--- config.mk ---
export PLATFORM = sky130hd
export DESIGN_NAME = rr_mux4_arbiter
export DESIGN_NICKNAME = d
export VERILOG_FILES = /design/src/rtl/rr_mux4_arbiter.sv
export SDC_FILE = /design/constraint.sdc
export NUM_CORES = 1
export LEC_CHECK = 0
export CORE_MARGIN = 2
export CORE_UTILIZATION = 43
export CTS_CLUSTER_DIAMETER = 60
export CTS_CLUSTER_SIZE = 30
export DETAILED_ROUTE_END_ITERATION = 16
export GPL_TIMING_DRIVEN = 0
export PLACE_DENSITY = 0.81
export RECOVER_POWER = 25
export SKIP_LAST_GASP = 1
export SLEW_MARGIN = 25
export SYNTH_ARGS = -nofsm -noshare
export SYNTH_HDL_FRONTEND = slang
export SYNTH_SLANG_ARGS = --single-unit
--- constraint.sdc ---
create_clock -name clk -period 3.4 [get_ports clk]
set_input_delay 0.51 -clock clk [delete_from_list [all_inputs] [get_ports clk]]
set_output_delay 0.51 -clock clk [all_outputs]
set_load 0.02 [all_outputs]
--- src/rtl/rr_mux4_arbiter.sv ---
// Four-channel round-robin arbiter feeding a one-entry registered output stage.
// Define RR_MUX_FIXED_PRIORITY_EN to replace round-robin with fixed priority (x0 highest).
module rr_mux4_arbiter #(
    parameter int W = 8
) (
    input  logic         clk,
    input  logic         rst,
    input  logic [W-1:0] x0,
    input  logic [W-1:0] x1,
    input  logic [W-1:0] x2,
    input  logic [W-1:0] x3,
    input  logic [3:0]   req,
    output logic [3:0]   grant,
    output logic [W-1:0] y,
    output logic         y_valid,
    input  logic         y_ready,
    output logic [1:0]   sel
);

    localparam logic [0:0] ST_EMPTY = 1'b0;
    localparam logic [0:0] ST_FULL  = 1'b1;

    logic [0:0]   state_q, state_d;
    logic [W-1:0] y_q, y_d;
    logic [1:0]   sel_q, sel_d;
    logic [1:0]   ptr_q, ptr_d;
    logic         load_ok_s;
    logic [3:0]   grant_s;
    logic [1:0]   gidx_s;
    logic [W-1:0] x_sel_s;

    // Search order starts one past the last winner and wraps 3 -> 0.
    function automatic logic [3:0] rr_pick(input logic [3:0] r, input logic [1:0] p);
        logic [3:0] g;
        logic [1:0] idx;
        logic       found;
        g     = 4'b0000;
        found = 1'b0;
        for (int k = 1; k <= 4; k++) begin
            idx = p + k[1:0];
            if (!found && r[idx]) begin
                g[idx] = 1'b1;
                found  = 1'b1;
            end else begin
                g = g;
            end
        end
        return g;
    endfunction

    function automatic logic [3:0] fixed_pick(input logic [3:0] r);
        logic [3:0] g;
        g = 4'b0000;
        if (r[0]) begin
            g = 4'b0001;
        end else if (r[1]) begin
            g = 4'b0010;
        end else if (r[2]) begin
            g = 4'b0100;
        end else if (r[3]) begin
            g = 4'b1000;
        end else begin
            g = 4'b0000;
        end
        return g;
    endfunction

    function automatic logic [1:0] onehot_to_idx(input logic [3:0] g);
        logic [1:0] i;
        case (g)
            4'b0010: i = 2'd1;
            4'b0100: i = 2'd2;
            4'b1000: i = 2'd3;
            default: i = 2'd0;
        endcase
        return i;
    endfunction

    assign load_ok_s = (state_q == ST_EMPTY) || y_ready;

    // Grant generation: suppressed during reset or while the output stage is stalled.
    always_comb begin
        grant_s = 4'b0000;
        if (rst || !load_ok_s) begin
            grant_s = 4'b0000;
        end else begin
`ifdef RR_MUX_FIXED_PRIORITY_EN
            grant_s = fixed_pick(req);
`else
            grant_s = rr_pick(req, ptr_q);
`endif
        end
    end

    assign gidx_s = onehot_to_idx(grant_s);

    // Data mux for the granted channel.
    always_comb begin
        case (gidx_s)
            2'd0:    x_sel_s = x0;
            2'd1:    x_sel_s = x1;
            2'd2:    x_sel_s = x2;
            2'd3:    x_sel_s = x3;
            default: x_sel_s = x0;
        endcase
    end

    // Next-state: a grant loads (covers simultaneous consume+load); a bare consume empties.
    always_comb begin
        state_d = state_q;
        y_d     = y_q;
        sel_d   = sel_q;
        ptr_d   = ptr_q;
        if (grant_s != 4'b0000) begin
            state_d = ST_FULL;
            y_d     = x_sel_s;
            sel_d   = gidx_s;
            ptr_d   = gidx_s;
        end else if ((state_q == ST_FULL) && y_ready) begin
            state_d = ST_EMPTY;
        end else begin
            state_d = state_q;
        end
    end

    // State registers; ptr resets to 3 so channel 0 is searched first.
    always_ff @(posedge clk) begin
        if (rst) begin
            state_q <= ST_EMPTY;
            y_q     <= '0;
            sel_q   <= 2'd0;
            ptr_q   <= 2'd3;
        end else begin
            state_q <= state_d;
            y_q     <= y_d;
            sel_q   <= sel_d;
            ptr_q   <= ptr_d;
        end
    end

    assign grant   = grant_s;
    assign y       = y_q;
    assign sel     = sel_q;
    assign y_valid = (state_q == ST_FULL);

endmodule

# --- Yosys cells after proc, flatten, opt, wreduce, memory -nomap -nowiden ---
# Index checks and enable logic that the tools add are counted.
totals:
  regBits: 13
  input_bits: 39
  out_inout_bits: 15
  elab_cells: 76
classes:
  add_sub_neg: 3
  order_cmp: 8
  n_eq_ne: 6
  muxes: 34
  bitwise_logic: 4
  n_reduce_logical: 17
op_table:
  columns: ["op", "n"]
  rows:
  - ["two-way mux 4 bit", 8]
  - ["case mux 8 bit (4 select lines)", 1]
  - ["two-way mux 1 bit", 16]
  - ["< comparator 2 x 3 -> 1 bit, second input constant", 4]
  - ["bitwise OR 4 bit", 3]
  - ["binary-select mux 1 bit (select 2 bit)", 4]
  - ["demux 1 bit (select 2 bit)", 4]
  - [">= comparator 2 x 1 -> 1 bit, second input constant", 4]
  - ["logical AND 1 bit", 8]
  - ["case mux 2 bit (3 select lines)", 1]
  - ["adder 2 bit, second input constant", 2]
  - ["equality test 2 bit, second input constant", 2]
  - ["equality test 4 x 2 -> 1 bit, second input constant", 1]
  - ["equality test 4 x 3 -> 1 bit, second input constant", 1]
  - ["equality test 4 bit, second input constant", 1]
  - ["zero test 1 bit", 4]
  - ["nonzero test 4 bit", 1]
  - ["adder 2 x 1 -> 2 bit, second input constant", 1]
  - ["equality test 2 x 1 -> 1 bit, second input constant", 1]
  - ["zero test 2 bit", 1]
  - ["logical OR 1 bit", 2]
  - ["nonzero test 2 bit", 1]
  - ["inverter 1 bit", 1]

# --- Depth between registers and ports, before layout ---
depth:
  word_depth: 21
  mapped_depth: 12
  mapped_depth_nobuf: 10

# --- Worst setup path after synthesis ---
# Ideal clock, no wire load.
synth_timing:
  path_type: "register to register"
  from: "reg ptr_q[0]"
  to: "reg y_q[3], in the netlist y[3]"
  setup_ns: 0.145
  arrival_time_ns: 2.904
  t_required_ns: 3.255
  slack_ns: 0.351
  stages_incl_launch_ff: 13
  path_buffers: 2
  synth_period_minus_slack_ns: 3.049
  cell_sequence: "dfxtp_1 -> inv_1 -> ha_1 -> mux4_2 -> or3b_1 -> a21oi_2 -> a221oi_4 -> and3b_1 -> buf_6 -> and2_4 -> buf_6 -> a221oi_2 -> a221oi_2"
synth_between:
  elab_chain_len: 21
  word_cells_on_any_way: 64
  cone_classes: "add/sub (3); order compare (8); eq/ne (6); mux (32); bitwise (3); reduce/logical (12)"
synth_rtl:
  columns: ["item", "line_no", "rtl"]
  rows:
  - ["from (decl)", "26", "logic [1:0] ptr_q, ptr_d;"]
  - ["from (signal assigned)", "137", "ptr_q <= ptr_d;"]
  - ["branches (longest 15 deep; another with < comparator 2 x 3 -> 1 bit)", null, null]
  - ["two-way mux 4 bit (*)", "41", "if (!found && r[idx]) begin"]
  - ["two-way mux 4 bit (*)", "84", "if (rst || !load_ok_s) begin"]
  - ["equality test 4 bit (tied with other cells)", "70", "case (g)"]
  - ["case mux 2 bit (3 select lines)", "70", null]
  - ["equality test 2 bit (tied with other cells)", "99", "case (gidx_s)"]
  - ["case mux 8 bit (4 select lines)", "99", null]
  - ["to (signal assigned)", "135", "y_q <= y_d;"]
  - ["to (decl)", "24", "logic [W-1:0] y_q, y_d;"]
# Every way passes the cells marked *. The select of a mux whose other input is x is not followed.
# A chain may end at the register's enable or synchronous reset.

# --- Worst setup path in the final report ---
layout_timing:
  from: "in req[1]"
  to: "reg y_q[5], in the netlist y[5]"
layout_between:
  elab_chain_len: 20
  word_cells_on_any_way: 41
  cone_classes: "eq/ne (6); mux (24); bitwise (3); reduce/logical (8)"
layout_rtl:
  columns: ["item", "line_no", "rtl"]
  rows:
  - ["from (decl)", "12", "input logic [3:0] req,"]
  - ["binary-select mux 1 bit (select 2 bit)", "41", null]
  - ["two-way mux 1 bit (not written as such)", "41", null]
  - ["two-way mux 1 bit", "41", null]
  - ["two-way mux 1 bit", "84", null]
  - ["zero test 1 bit", "41", null]
  - ["logical AND 1 bit", "41", null]
  - ["two-way mux 1 bit", "41", null]
  - ["two-way mux 1 bit", "84", null]
  - ["[... 4 more ...]", null, null]
  - ["zero test 1 bit", "41", null]
  - ["logical AND 1 bit", "41", null]
  - ["two-way mux 4 bit (*)", "41", null]
  - ["two-way mux 4 bit (*)", "84", null]
  - ["equality test 4 bit (tied with other cells)", "70", null]
  - ["case mux 2 bit (3 select lines)", "70", null]
  - ["equality test 2 bit (tied with other cells)", "99", null]
  - ["case mux 8 bit (4 select lines)", "99", null]
# Mark *: on every way between the ends. The rest lies on a longest branch, timed or not. The select of a mux whose other input is x is not followed.

==> qor.csv <==
stage,metric,value,unit
run_status,status,"finished, final reports clean",
final_layout,final_nets,241,
clock_network,clkSinkCount,13,
route,first_iter_violations,29,
power,leakagePower,0.8067,nW
clock_network,clk_pin_slew,0.07,ns
placement,dpl.cell_count,216,
clock_network,hold_buffers,0,
hold_path,min_from,y[6]$_SDFFE_PP0P_,
grt,grtUsageMet3,0.05055,
grt,grt_max_degree,11,
setup_path,crit_path_start,req[1],
final_layout,layout_commonest_cell,clkdlybuf4s50_1,
grt,grt_overflow,0,
final_layout,drive_gt1_frac,0.2124,
grt,grtUsageTotal,0.2214,
timing,slew_violations,0,
setup_path,start_kind,primary input,
setup_path,worstSetupPathType,primary input to flop,
route,via_per_inst,5.893,
grt,antenna_found_initial,0,
yosys,ys_warn_count,0,
clock_network,cts-root-buf,clkbuf_4,
placement,hpwl,2.990,mm
clock_network,clock_latency,0.28,ns
timing,slew_headroom,0.5513,
timing,setup_viol,0,
setup_path,critical_path.max_fanout,9,
route,firstDrtPassIters,4,
floorplanning,die_x,58.43,um
setup_path,crit_arrival,3.36,ns
grt,grt_use_met1,0.2503,
grt,grt_pass1_vias,1281,
yosys,synthCells,132,
floorplanning,start_util,0.4579,
clock_network,cts_buffers,3,
grt,use_met2,0.4061,
power,pwr_density_cell,1011,nW/um^2
setup_path,end_kind,flop,
floorplanning,core_area,2781,sq um
final_layout,syn2layout_area_growth,51.47,%
route,dr_total_vias,1320,
placement,gp_congestion,0.7509,
grt,grt_pass1_wl,5.747,mm
route,wl,3.735,mm
timing,timing.fmax,309.4,MHz
grt,busiest_layer,met2,
yosys,postSynthNetCount,179,
floorplanning,die_area,3413,sq um
yosys,yosysSeqAreaShare,0.2043,
route,remaining_drc_errors,0,
clock_network,htree_levels,1,
timing,hold_viol,0,
placement,portBuffers,53,
timing,fin_crit_sh,0.9505,
route,wl_per_cell,16.67,um
timing,tightest_slew,0.6730,ns
final_layout,finish.utilization,0.6937,
yosys,synth_area_per_cell,9.649,sq um
clock_network,cts_tree,done,
timing,min_period,3.232,ns
timing,rsz0062_at_grt,no,
clock_network,cts_buffer_depth,2,
final_layout,layout.cells.non_filler,224,
placement,place_ws,-0.2484,ns
timing,setup_slack,0.1683,ns
yosys,synth.cell_area,1274,sq um
timing,skew,0.004605,ns
final_layout,diodes,0,
floorplanning,dieHeight,58.43,um
flow_run,max-cap-violations,0,
route,ant_nets,0,
floorplanning,rows,19,
floorplanning,ioPinCount,54,
yosys,synth-seq-cells,13,
setup_path,required,3.53,ns
yosys,synth.distinct_cells,38,
final_layout,final_cell_mix,"42 x clkdlybuf4s50_1, 16 x nand2_1, 14 x a221oi_2, 13 x inv_1, 11 x dfxtp_1",
hold_path,hp-class,flop to flop,
power,peakVddDrop,0.6754,mV
setup_path,reg2reg_from,ptr_q[0]$_SDFFE_PP1P_,
setup_path,rrSetupSlack,0.19,ns
timing,hold_slack,0.4617,ns
## cell families (layout without fill, tap and decap cells)
logic type / after synthesis / in the layout / share of synthesized area
simple gates: 46 / 46 / 0.2004
buf+inv: 20 / 81 / 0.07858
mux: 4 / 4 / 0.07367
compound gates: 40 / 40 / 0.3576
flops: 13 / 13 / 0.2043
fa+ha+maj: 8 / 8 / 0.07859
xor+xnor: 1 / 1 / 0.006877
## cells in the mapped netlist (all sizes together)
| cell | number | share of area |
|---|---|---|
| nand2 | 16 | 0.047 |
| and3b | 2 | 0.014 |
| clkbuf | 1 | 0.0029 |
| o21ai | 2 | 0.0079 |
| or2b | 1 | 0.0059 |
| a21oi | 5 | 0.023 |
| dfxtp | 13 | 0.20 |
| nor3 | 2 | 0.017 |
| inv | 13 | 0.038 |
| mux4 | 4 | 0.074 |
| ha | 8 | 0.079 |
| a41o | 1 | 0.0079 |
| a2111o | 1 | 0.0088 |
| a221oi | 18 | 0.21 |
| nand3 | 1 | 0.0039 |
| nor2b | 4 | 0.020 |
| nor2 | 7 | 0.021 |
| a22oi | 1 | 0.0098 |
| xnor2 | 1 | 0.0069 |
| and2 | 2 | 0.013 |
| nand2b | 7 | 0.034 |
| a211oi | 3 | 0.028 |
| a311oi | 1 | 0.0069 |
| buf | 6 | 0.037 |
| a22o | 7 | 0.048 |
| a211o | 1 | 0.0069 |
| or3b | 2 | 0.014 |
| nand3b | 2 | 0.012 |
## routing by layer
| metal | part of all wire | vias up |
|---|---|---|
| met1 | 0.38 | 640 |
| li1 | - | 623 |
| met2 | 0.56 | 49 |
| met5 | 0 | - |
| met4 | 0.018 | 0 |
| met3 | 0.042 | 8 |
## flip-flops by register name, indices dropped and copies added (netlist names)
register  cells
ptr_q         2
sel           2
y             8
y_valid       1
## worst max-delay path, cell delays in order
cell             delay [ns]
clkdlybuf4s50_1        0.46
mux4_2                 0.58
or3b_1                 0.41
a21oi_2                0.20
a221oi_4               0.05
buf_4                  0.16
and3b_1                0.17
buf_6                  0.13
and2_4                 0.13
buf_6                  0.14
a221oi_4               0.32
a221oi_2               0.09
## through the flow
stage / setup TNS (ns) / cell area, sq um / power (mW)
CTS: -0.1215 / 1883 / 1.888
global route: 0 / 1929 / 2.097
floorplan: 0 / 1274 / 1.369
global placement: -0.4768 / 1843 / 1.725
detailed placement: -1.165 / 1843 / 1.780
finish: 0 / 1929 / 1.951
## timing repair
item                                   in CTS  in global routing
pin swaps                                   1                  1
setup endpoints to repair                   5                 10
setup buffers                               2                  2
resized for setup                           5                  5
endpoints found under the hold margin       0                  0
## cell type report
class | count | area, sq um
clock buffers | 4 | 26.28
repair buffers | 57 | 559.3
flip-flops and latches | 13 | 267.8
plain buffers | 7 | 51.30
multi-input cells | 99 | 937.1
fillers | 234 | 852.1
well taps | 31 | 38.79
inverters | 13 | 48.80
## final timing paths
check                 endpoint  cells after the start
max          y[5]$_SDFFE_PP0P_                     12
min          y[6]$_SDFFE_PP0P_                      2
max reg2reg  y[5]$_SDFFE_PP0P_                     13
min reg2reg  y[6]$_SDFFE_PP0P_                      2
## report_power, final
part           total [mW]  switching (mW)  internal [mW]
logic                1.57           0.858          0.710
registers           0.287          0.0569          0.231
clock network      0.0956          0.0501         0.0455
Note: power is estimated with default switching activity, not from simulation.
